===== src/rtl/display_scan_controller_pkg.sv =====
// Shared types and constants for the multiplexed 7-segment display controller.
package display_scan_controller_pkg;

    typedef enum logic [1:0] {
        IDLE   = 2'd0,
        CONV   = 2'd1,
        COMMIT = 2'd2
    } state_e;

    // Code the external decoder renders as a dark digit.
    localparam logic [3:0] BLANK_CODE = 4'hF;

endpackage


===== src/rtl/display_scan_controller_if.sv =====
// Load handshake and display-pin bundle between the value source and the scan controller.
interface display_scan_controller_if #(
    parameter int NUM_DIGITS = 4,
    parameter int DATA_W     = 14
);
    logic                  load;
    logic [DATA_W-1:0]     value;
    logic                  busy;
    logic                  done;
    logic                  ovf;
    logic [3:0]            digit_code;
    logic [NUM_DIGITS-1:0] anode_n;

    modport master (
        output load, value,
        input  busy, done, ovf, digit_code, anode_n
    );

    modport slave (
        input  load, value,
        output busy, done, ovf, digit_code, anode_n
    );
endinterface


===== src/rtl/display_scan_controller_bin2bcd_seq.sv =====
// Iterative shift-add-3 binary-to-BCD converter: one bit per cycle, DATA_W cycles per value.
module bin2bcd_seq #(
    parameter int DATA_W  = 14,
    parameter int NUM_NIB = 5
) (
    input  logic                  clk,
    input  logic                  rst,
    input  logic                  start_i,
    input  logic [DATA_W-1:0]     bin_i,
    output logic                  busy_o,
    output logic                  done_o,
    output logic [NUM_NIB*4-1:0]  bcd_o
);
    localparam int BCD_W = NUM_NIB * 4;
    localparam int CNT_W = $clog2(DATA_W + 1);

    logic [DATA_W-1:0] bin_q, bin_d;
    logic [BCD_W-1:0]  bcd_q, bcd_d, bcd_adj;
    logic [CNT_W-1:0]  cnt_q, cnt_d;

    genvar gi;
    generate
        for (gi = 0; gi < NUM_NIB; gi++) begin : g_adj
            assign bcd_adj[gi*4 +: 4] = (bcd_q[gi*4 +: 4] >= 4'd5) ?
                                        bcd_q[gi*4 +: 4] + 4'd3 : bcd_q[gi*4 +: 4];
        end
    endgenerate

    always_comb begin
        bin_d = bin_q;
        bcd_d = bcd_q;
        cnt_d = cnt_q;
        if (cnt_q == '0) begin
            if (start_i) begin
                bin_d = bin_i;
                bcd_d = '0;
                cnt_d = CNT_W'(DATA_W);
            end
        end else begin
            {bcd_d, bin_d} = {bcd_adj[BCD_W-2:0], bin_q, 1'b0};
            cnt_d          = cnt_q - CNT_W'(1);
        end
    end

    always_ff @(posedge clk) begin
        if (rst) begin
            bin_q <= '0;
            bcd_q <= '0;
            cnt_q <= '0;
        end else begin
            bin_q <= bin_d;
            bcd_q <= bcd_d;
            cnt_q <= cnt_d;
        end
    end

    assign busy_o = (cnt_q != '0);
    // High during the final shift, so bcd_o is complete on the following cycle.
    assign done_o = (cnt_q == CNT_W'(1));
    assign bcd_o  = bcd_q;

endmodule


===== src/rtl/display_scan_controller.sv =====
// Captures a binary value, converts it to BCD, and scans it onto a multiplexed
// common-anode display through one shared external digit decoder.
module display_scan_controller
    import display_scan_controller_pkg::*;
#(
    parameter int NUM_DIGITS  = 4,
    parameter int DATA_W      = 14,
    parameter int REFRESH_DIV = 100000,
    parameter int LZ_BLANK    = 1
) (
    input  logic                     clk,
    input  logic                     rst,
    display_scan_controller_if.slave bus
);
    localparam int NUM_NIB = NUM_DIGITS + 1;
    localparam int RW      = (REFRESH_DIV > 1) ? $clog2(REFRESH_DIV) : 1;
    localparam int IW      = (NUM_DIGITS > 1) ? $clog2(NUM_DIGITS) : 1;

    state_e state_q, state_d;
    logic   busy, start, commit;

    logic                   eng_busy, eng_done;
    logic [NUM_NIB*4-1:0]   eng_bcd;

    logic [NUM_DIGITS-1:0][3:0] digits_q, digits_d;
    logic                       ovf_q, ovf_d;
    logic                       done_q;
    logic [NUM_DIGITS-1:0]      upper_zero;

    logic [RW-1:0]         refresh_q, refresh_d;
    logic [IW-1:0]         idx_q, idx_d;
    logic [3:0]            code_q;
    logic [NUM_DIGITS-1:0] anode_q;

    bin2bcd_seq #(
        .DATA_W  (DATA_W),
        .NUM_NIB (NUM_NIB)
    ) u_bin2bcd (
        .clk     (clk),
        .rst     (rst),
        .start_i (start),
        .bin_i   (bus.value),
        .busy_o  (eng_busy),
        .done_o  (eng_done),
        .bcd_o   (eng_bcd)
    );

    always_ff @(posedge clk) begin
        if (rst) state_q <= IDLE;
        else     state_q <= state_d;
    end

    always_comb begin
        state_d = state_q;
        unique case (state_q)
            IDLE:    if (bus.load) state_d = CONV;
            CONV:    if (eng_done) state_d = COMMIT;
            COMMIT:  state_d = IDLE;
            default: state_d = IDLE;
        endcase
    end

    always_comb begin
        busy   = (state_q != IDLE);
        start  = (state_q == IDLE) && bus.load && !eng_busy;
        commit = (state_q == COMMIT);
    end

    // Anything left in the spare top nibble means the value has too many digits.
    assign ovf_d = (eng_bcd[NUM_NIB*4-1 -: 4] != 4'd0);

    genvar gi;
    generate
        for (gi = 0; gi < NUM_DIGITS; gi++) begin : g_digit
            assign upper_zero[gi] = (eng_bcd[NUM_DIGITS*4-1 : gi*4] == '0);
            if (gi == 0) begin : g_lsd
                assign digits_d[gi] = ovf_d ? BLANK_CODE : eng_bcd[3:0];
            end else begin : g_upper
                assign digits_d[gi] = (ovf_d || (LZ_BLANK != 0 && upper_zero[gi])) ?
                                      BLANK_CODE : eng_bcd[gi*4 +: 4];
            end
        end
    endgenerate

    always_ff @(posedge clk) begin
        if (rst) begin
            digits_q <= {NUM_DIGITS{BLANK_CODE}};
            ovf_q    <= 1'b0;
            done_q   <= 1'b0;
        end else begin
            done_q <= commit;
            if (commit) begin
                digits_q <= digits_d;
                ovf_q    <= ovf_d;
            end
        end
    end

    always_comb begin
        refresh_d = refresh_q + RW'(1);
        idx_d     = idx_q;
        if (refresh_q == RW'(REFRESH_DIV - 1)) begin
            refresh_d = '0;
            idx_d     = (idx_q == IW'(NUM_DIGITS - 1)) ? '0 : idx_q + IW'(1);
        end
    end

    // Code and anode are registered together from the same index to avoid ghosting.
    always_ff @(posedge clk) begin
        if (rst) begin
            refresh_q <= '0;
            idx_q     <= '0;
            code_q    <= BLANK_CODE;
            anode_q   <= ~NUM_DIGITS'(1);
        end else begin
            refresh_q <= refresh_d;
            idx_q     <= idx_d;
            code_q    <= digits_q[idx_q];
            anode_q   <= ~(NUM_DIGITS'(1) << idx_q);
        end
    end

    assign bus.busy       = busy;
    assign bus.done       = done_q;
    assign bus.ovf        = ovf_q;
    assign bus.digit_code = code_q;
    assign bus.anode_n    = anode_q;

endmodule


===== src/flat_wrapper.sv =====
// flat-port wrapper written by rule: the top's interface ports become plain ports
module display_scan_controller_flat import display_scan_controller_pkg::*;
#(
    parameter int NUM_DIGITS  = 4,
    parameter int DATA_W      = 14,
    parameter int REFRESH_DIV = 100000,
    parameter int LZ_BLANK    = 1
)
  (clk, rst, bus_load, bus_value, bus_busy, bus_done, bus_ovf, bus_digit_code, bus_anode_n);
  display_scan_controller_if #(.NUM_DIGITS(NUM_DIGITS), .DATA_W(DATA_W)) bus_i ();
  input  logic clk;
  input  logic rst;
  input wire logic [$bits(bus_i.load)-1:0] bus_load;
  input wire logic [$bits(bus_i.value)-1:0] bus_value;
  output wire logic [$bits(bus_i.busy)-1:0] bus_busy;
  output wire logic [$bits(bus_i.done)-1:0] bus_done;
  output wire logic [$bits(bus_i.ovf)-1:0] bus_ovf;
  output wire logic [$bits(bus_i.digit_code)-1:0] bus_digit_code;
  output wire logic [$bits(bus_i.anode_n)-1:0] bus_anode_n;
  assign bus_i.load = bus_load;
  assign bus_i.value = bus_value;
  assign bus_busy = bus_i.busy;
  assign bus_done = bus_i.done;
  assign bus_ovf = bus_i.ovf;
  assign bus_digit_code = bus_i.digit_code;
  assign bus_anode_n = bus_i.anode_n;
  display_scan_controller #(.NUM_DIGITS(NUM_DIGITS), .DATA_W(DATA_W), .REFRESH_DIV(REFRESH_DIV), .LZ_BLANK(LZ_BLANK)) u_core (.clk(clk), .rst(rst), .bus(bus_i));
endmodule

===== config.mk =====
export PLATFORM = sky130hd
export DESIGN_NAME = display_scan_controller_flat
export DESIGN_NICKNAME = d
export VERILOG_FILES = /design/src/rtl/display_scan_controller_pkg.sv /design/src/rtl/display_scan_controller_if.sv /design/src/rtl/display_scan_controller_bin2bcd_seq.sv /design/src/rtl/display_scan_controller.sv /design/src/flat_wrapper.sv
export SDC_FILE = /design/constraint.sdc
export NUM_CORES = 1
export LEC_CHECK = 0
export ABC_CLOCK_PERIOD_IN_PS = 2000
export BUFFER_PORTS_ARGS = -buffer_cell sky130_fd_sc_hd__buf_2
export CAP_MARGIN = 0
export CORE_MARGIN = 2
export CORE_UTILIZATION = 40
export DETAILED_ROUTE_END_ITERATION = 6
export GPL_TIMING_DRIVEN = 0
export PLACE_DENSITY = 0.6
export SLEW_MARGIN = 20
export SYNTH_ARGS = -nofsm -noshare
export SYNTH_HDL_FRONTEND = slang
export SYNTH_SLANG_ARGS = --single-unit

===== constraint.sdc =====
create_clock -name clk -period 2 [get_ports clk]
set_input_delay 0.3 -clock clk [delete_from_list [all_inputs] [get_ports clk]]
set_output_delay 0.3 -clock clk [all_outputs]
set_load 0.005 [all_outputs]

==> impl_metrics.toml <==
[status]
outcome = "completed"

[grt]
grt_pass1_wl_um = 14500
antenna_found_initial = 0
grt.overflow.total = 0
grt_max_degree = 15
grt_use_total = 0.171
grt_pass1_vias = 3010

[setup_path]
r2r_start = "u_core.u_bin2bcd.bcd_o[12]$_SDFFE_PP0P_"
rr_worst_depth = 7
cpPeakStageDelay_ns = 0.42
crit_type = "reg2reg"
crit_chain = "inv_1 -> ha_1 -> or3b_1 -> nor4b_4 -> buf_4 -> o32ai_1 -> nand2b_1"
end_kind = "flop"
crit_family = "simple AND/OR/NAND/NOR gates"
rrSetupSlack_ns = 0.13
worstPathRequired_ns = 2.29
critPathMaxFanout = 6
crit_path_start_kind = "flop"
rr_endpoint = "u_core.digits_q[8]$_SDFFE_PP1P_"
cp_num_buf_inv = 2
critical_path_arrival_ns = 2.16
crit_path_top_delay_cell = "or3b_1"

[job]
drv_cap = 0

[floorplanning]
start_util = 0.405
die_y_um = 103
dieArea_um2 = 10600
placementRows = 36
pin_count = 28
fp.coreArea_um2 = 9640
fp.dieW_um = 103

[sta]
setup_ws_ns = 0.135
post-route-min-period_ns = 1.87
relSlewSlack = 0.598
hold_viol_final = 0
final_max_slew_viol_count = 0
setup_viol = 0
finalSetupTns_ns = 0
skew_ns = 0.0124
tightest_slew_ns = 0.603
period_share = 0.933
fmax_mhz = 536

[route]
drc = 0
final_antenna_net_count = 0
vias_per_cell = 5.25
routed_wl_um = 8220
drtIter0Drc = 141
wl_per_cell_um = 13.9
dr.pass1.iters = 4
num_vias = 3098

[layout]
design_area_um2 = 4530
nNetsFinal = 487
fill_cells = 983
final_cells = 590
syn_to_final_growth_pct = 16.0
diodes = 0
final_util = 0.470
layout-drive-gt1-share = 0.164

[logic_synthesis]
synth_seq_cells = 85
synth-edff-count = 0
synth.distinct_cells = 51
async_flop_share = 0
yosysTopAreaCell = "dfxtp_1"
ys_seq_area_frac = 0.436
synth_nets = 444
synth_common_cells = "dfxtp_1, nor2_1, mux2i_1, nand2b_1, nor3_1"
synthCells = 409
synthFlopType = "dfxtp_1"
synth_area_leaders = "dfxtp_1, ha_1, mux2i_1, nor2_1, xnor2_1"
yosysWarnings = 0
yosysTopAreaCellShare = 0.436
synth_area_per_cell_um2 = 9.55
synth_area_um2 = 3900
yosysMostFrequentCell = "dfxtp_1"

[placed_design]
numPortBuffers = 27
place.gp.congestion = 0.792
place_area_um2 = 4210
dp_slack_ns = -0.264
dp_hpwl_um = 5940
placed_cells = 569

[cts]
clockBufferDepth = 2
cts_made_buffers = 9
h-tree-depth = 3
cts_tree = "done"
insertion_delay_ns = 0.35
clock-sinks = 85
clkTransAtPathRegs_ns = 0.08
root_buffer = "clkbuf_8"

[power_and_ir_drop]
p_leak_nw = 1.69
ir_worst_vdd_mv = 0.683
power_density_nw_per_um2 = 1010

[worst_hold_path]
worstHoldPathCells = 3
worstHoldStart = "bus_load"
hold_end = "u_core.state_q[0]$_SDFFE_PP0P_"
hp-class = "in2reg"
## cell type report
| cell class | count | area [um2] | share of cell area |
|---|---|---|---|
| Buffer | 19 | 90.1 | 0.0199 |
| Multi-Input combinational cell | 285 | 2070 | 0.457 |
| Inverter | 19 | 71.3 | 0.0158 |
| Sequential cell | 85 | 1700 | 0.376 |
| Clock inverter | 5 | 106 | 0.0235 |
| Clock buffer | 11 | 141 | 0.0312 |
| Tap cell | 133 | 166 | 0.0368 |
| Timing Repair Buffer | 33 | 180 | 0.0398 |
## flip-flops by register name, indices dropped and copies added, names as in the netlist
| signal | count |
|---|---|
| u_core.bus.anode_n | 4 |
| u_core.bus.digit_code | 4 |
| u_core.bus.done | 1 |
| u_core.bus.ovf | 1 |
| u_core.digits_q | 16 |
| u_core.idx_q | 2 |
| u_core.refresh_q | 17 |
| u_core.state_q | 2 |
| u_core.u_bin2bcd.bcd_o | 20 |
| u_core.u_bin2bcd.bin_q | 14 |
| u_core.u_bin2bcd.cnt_q | 4 |
## tightest hold or removal path, cell delays in order
cell and delay [ns]:
buf_2 0.10, nor2_1 0.08, a2111oi_0 0.06
## per-layer routing
layer	vias to the layer above	global-route usage	wire (um)
li1	1530	-	-
met1	1499	0.231	3870
met2	58	0.279	3940
met3	11	0.0393	314
met4	0	0.0425	99
met5	-	0	0
## layout by cell type, fill, tap and decap left out, types with 4 or more instances in the layout
master	netlist	layout
buf_2	3	29
ha_1	18	17
xnor2_1	18	18
mux2i_1	21	21
xor2_1	5	5
nor3_1	21	21
nor2_1	46	45
or2_2	5	5
o22ai_1	8	8
or3_1	5	5
dfxtp_1	85	85
nand2_1	8	8
o21ai_0	8	8
a211oi_1	15	15
nand2b_1	21	21
o32ai_1	4	4
a22o_1	10	10
buf_4	1	8
mux4_2	4	4
a21oi_1	20	20
clkbuf_1	14	13
nand3_1	12	12
inv_1	19	19
clkbuf_8	0	10
## worst max-delay path by stage
| stage | end | cells after the start | from | slack (ns) |
|---|---|---|---|---|
| 6_report | u_core.digits_q[8]$_SDFFE_PP1P_ | 7 | u_core.u_bin2bcd.bcd_o[12]$_SDFFE_PP0P_ | 0.13 |
| 5_1_grt | u_core.digits_q[4]$_SDFFE_PP1P_ | 6 | u_core.u_bin2bcd.bcd_o[13]$_SDFFE_PP0P_ | -0.005 |
| 2_1_floorplan | u_core.u_bin2bcd.bcd_o[10]$_SDFFE_PP0P_ | 6 | u_core.u_bin2bcd.cnt_q[0]$_SDFFE_PP0P_ | 0.19 |
| 3_3_place_gp | u_core.u_bin2bcd.bcd_o[17]$_SDFFE_PP0P_ | 6 | u_core.u_bin2bcd.cnt_q[0]$_SDFFE_PP0P_ | -0.23 |
| 3_5_place_dp | u_core.u_bin2bcd.bcd_o[14]$_SDFFE_PP0P_ | 6 | u_core.u_bin2bcd.cnt_q[0]$_SDFFE_PP0P_ | -0.26 |
| 4_1_cts | u_core.u_bin2bcd.bin_q[5]$_SDFFE_PP0P_ | 6 | u_core.u_bin2bcd.cnt_q[0]$_SDFFE_PP0P_ | 0.04 |
## metrics by stage
stage               hold slack [ns]  total power, mW
floorplan                     0.449             2.76
global placement              0.466             3.00
detailed placement            0.468             3.04
CTS                           0.223             4.57
global route                  0.252             4.85
finish                        0.242             4.56
## cell families (layout without fill, tap and decap cells)
group	count (synthesis)	in the layout	synth area share
compound gates	72	72	0.123
mux	25	25	0.0769
simple gates	147	147	0.214
xor+xnor	23	23	0.0516
buf+inv	39	87	0.0413
flops	85	85	0.436
fa+ha+maj	18	18	0.0577
## timing repair
action	CTS	global route
resized for setup	4	5
hold buffers	0	0
pin swaps	1	2
setup buffers	0	6
endpoints found under the setup margin	32	46
## power breakdown
part           leakage, nW  total, mW  switching (mW)  internal, mW
logic                0.870       1.06           0.612         0.447
registers            0.690       2.02           0.149          1.87
clock network        0.125       1.48           0.610         0.871
No activity file was read; power rests on OpenSTA's default activity.
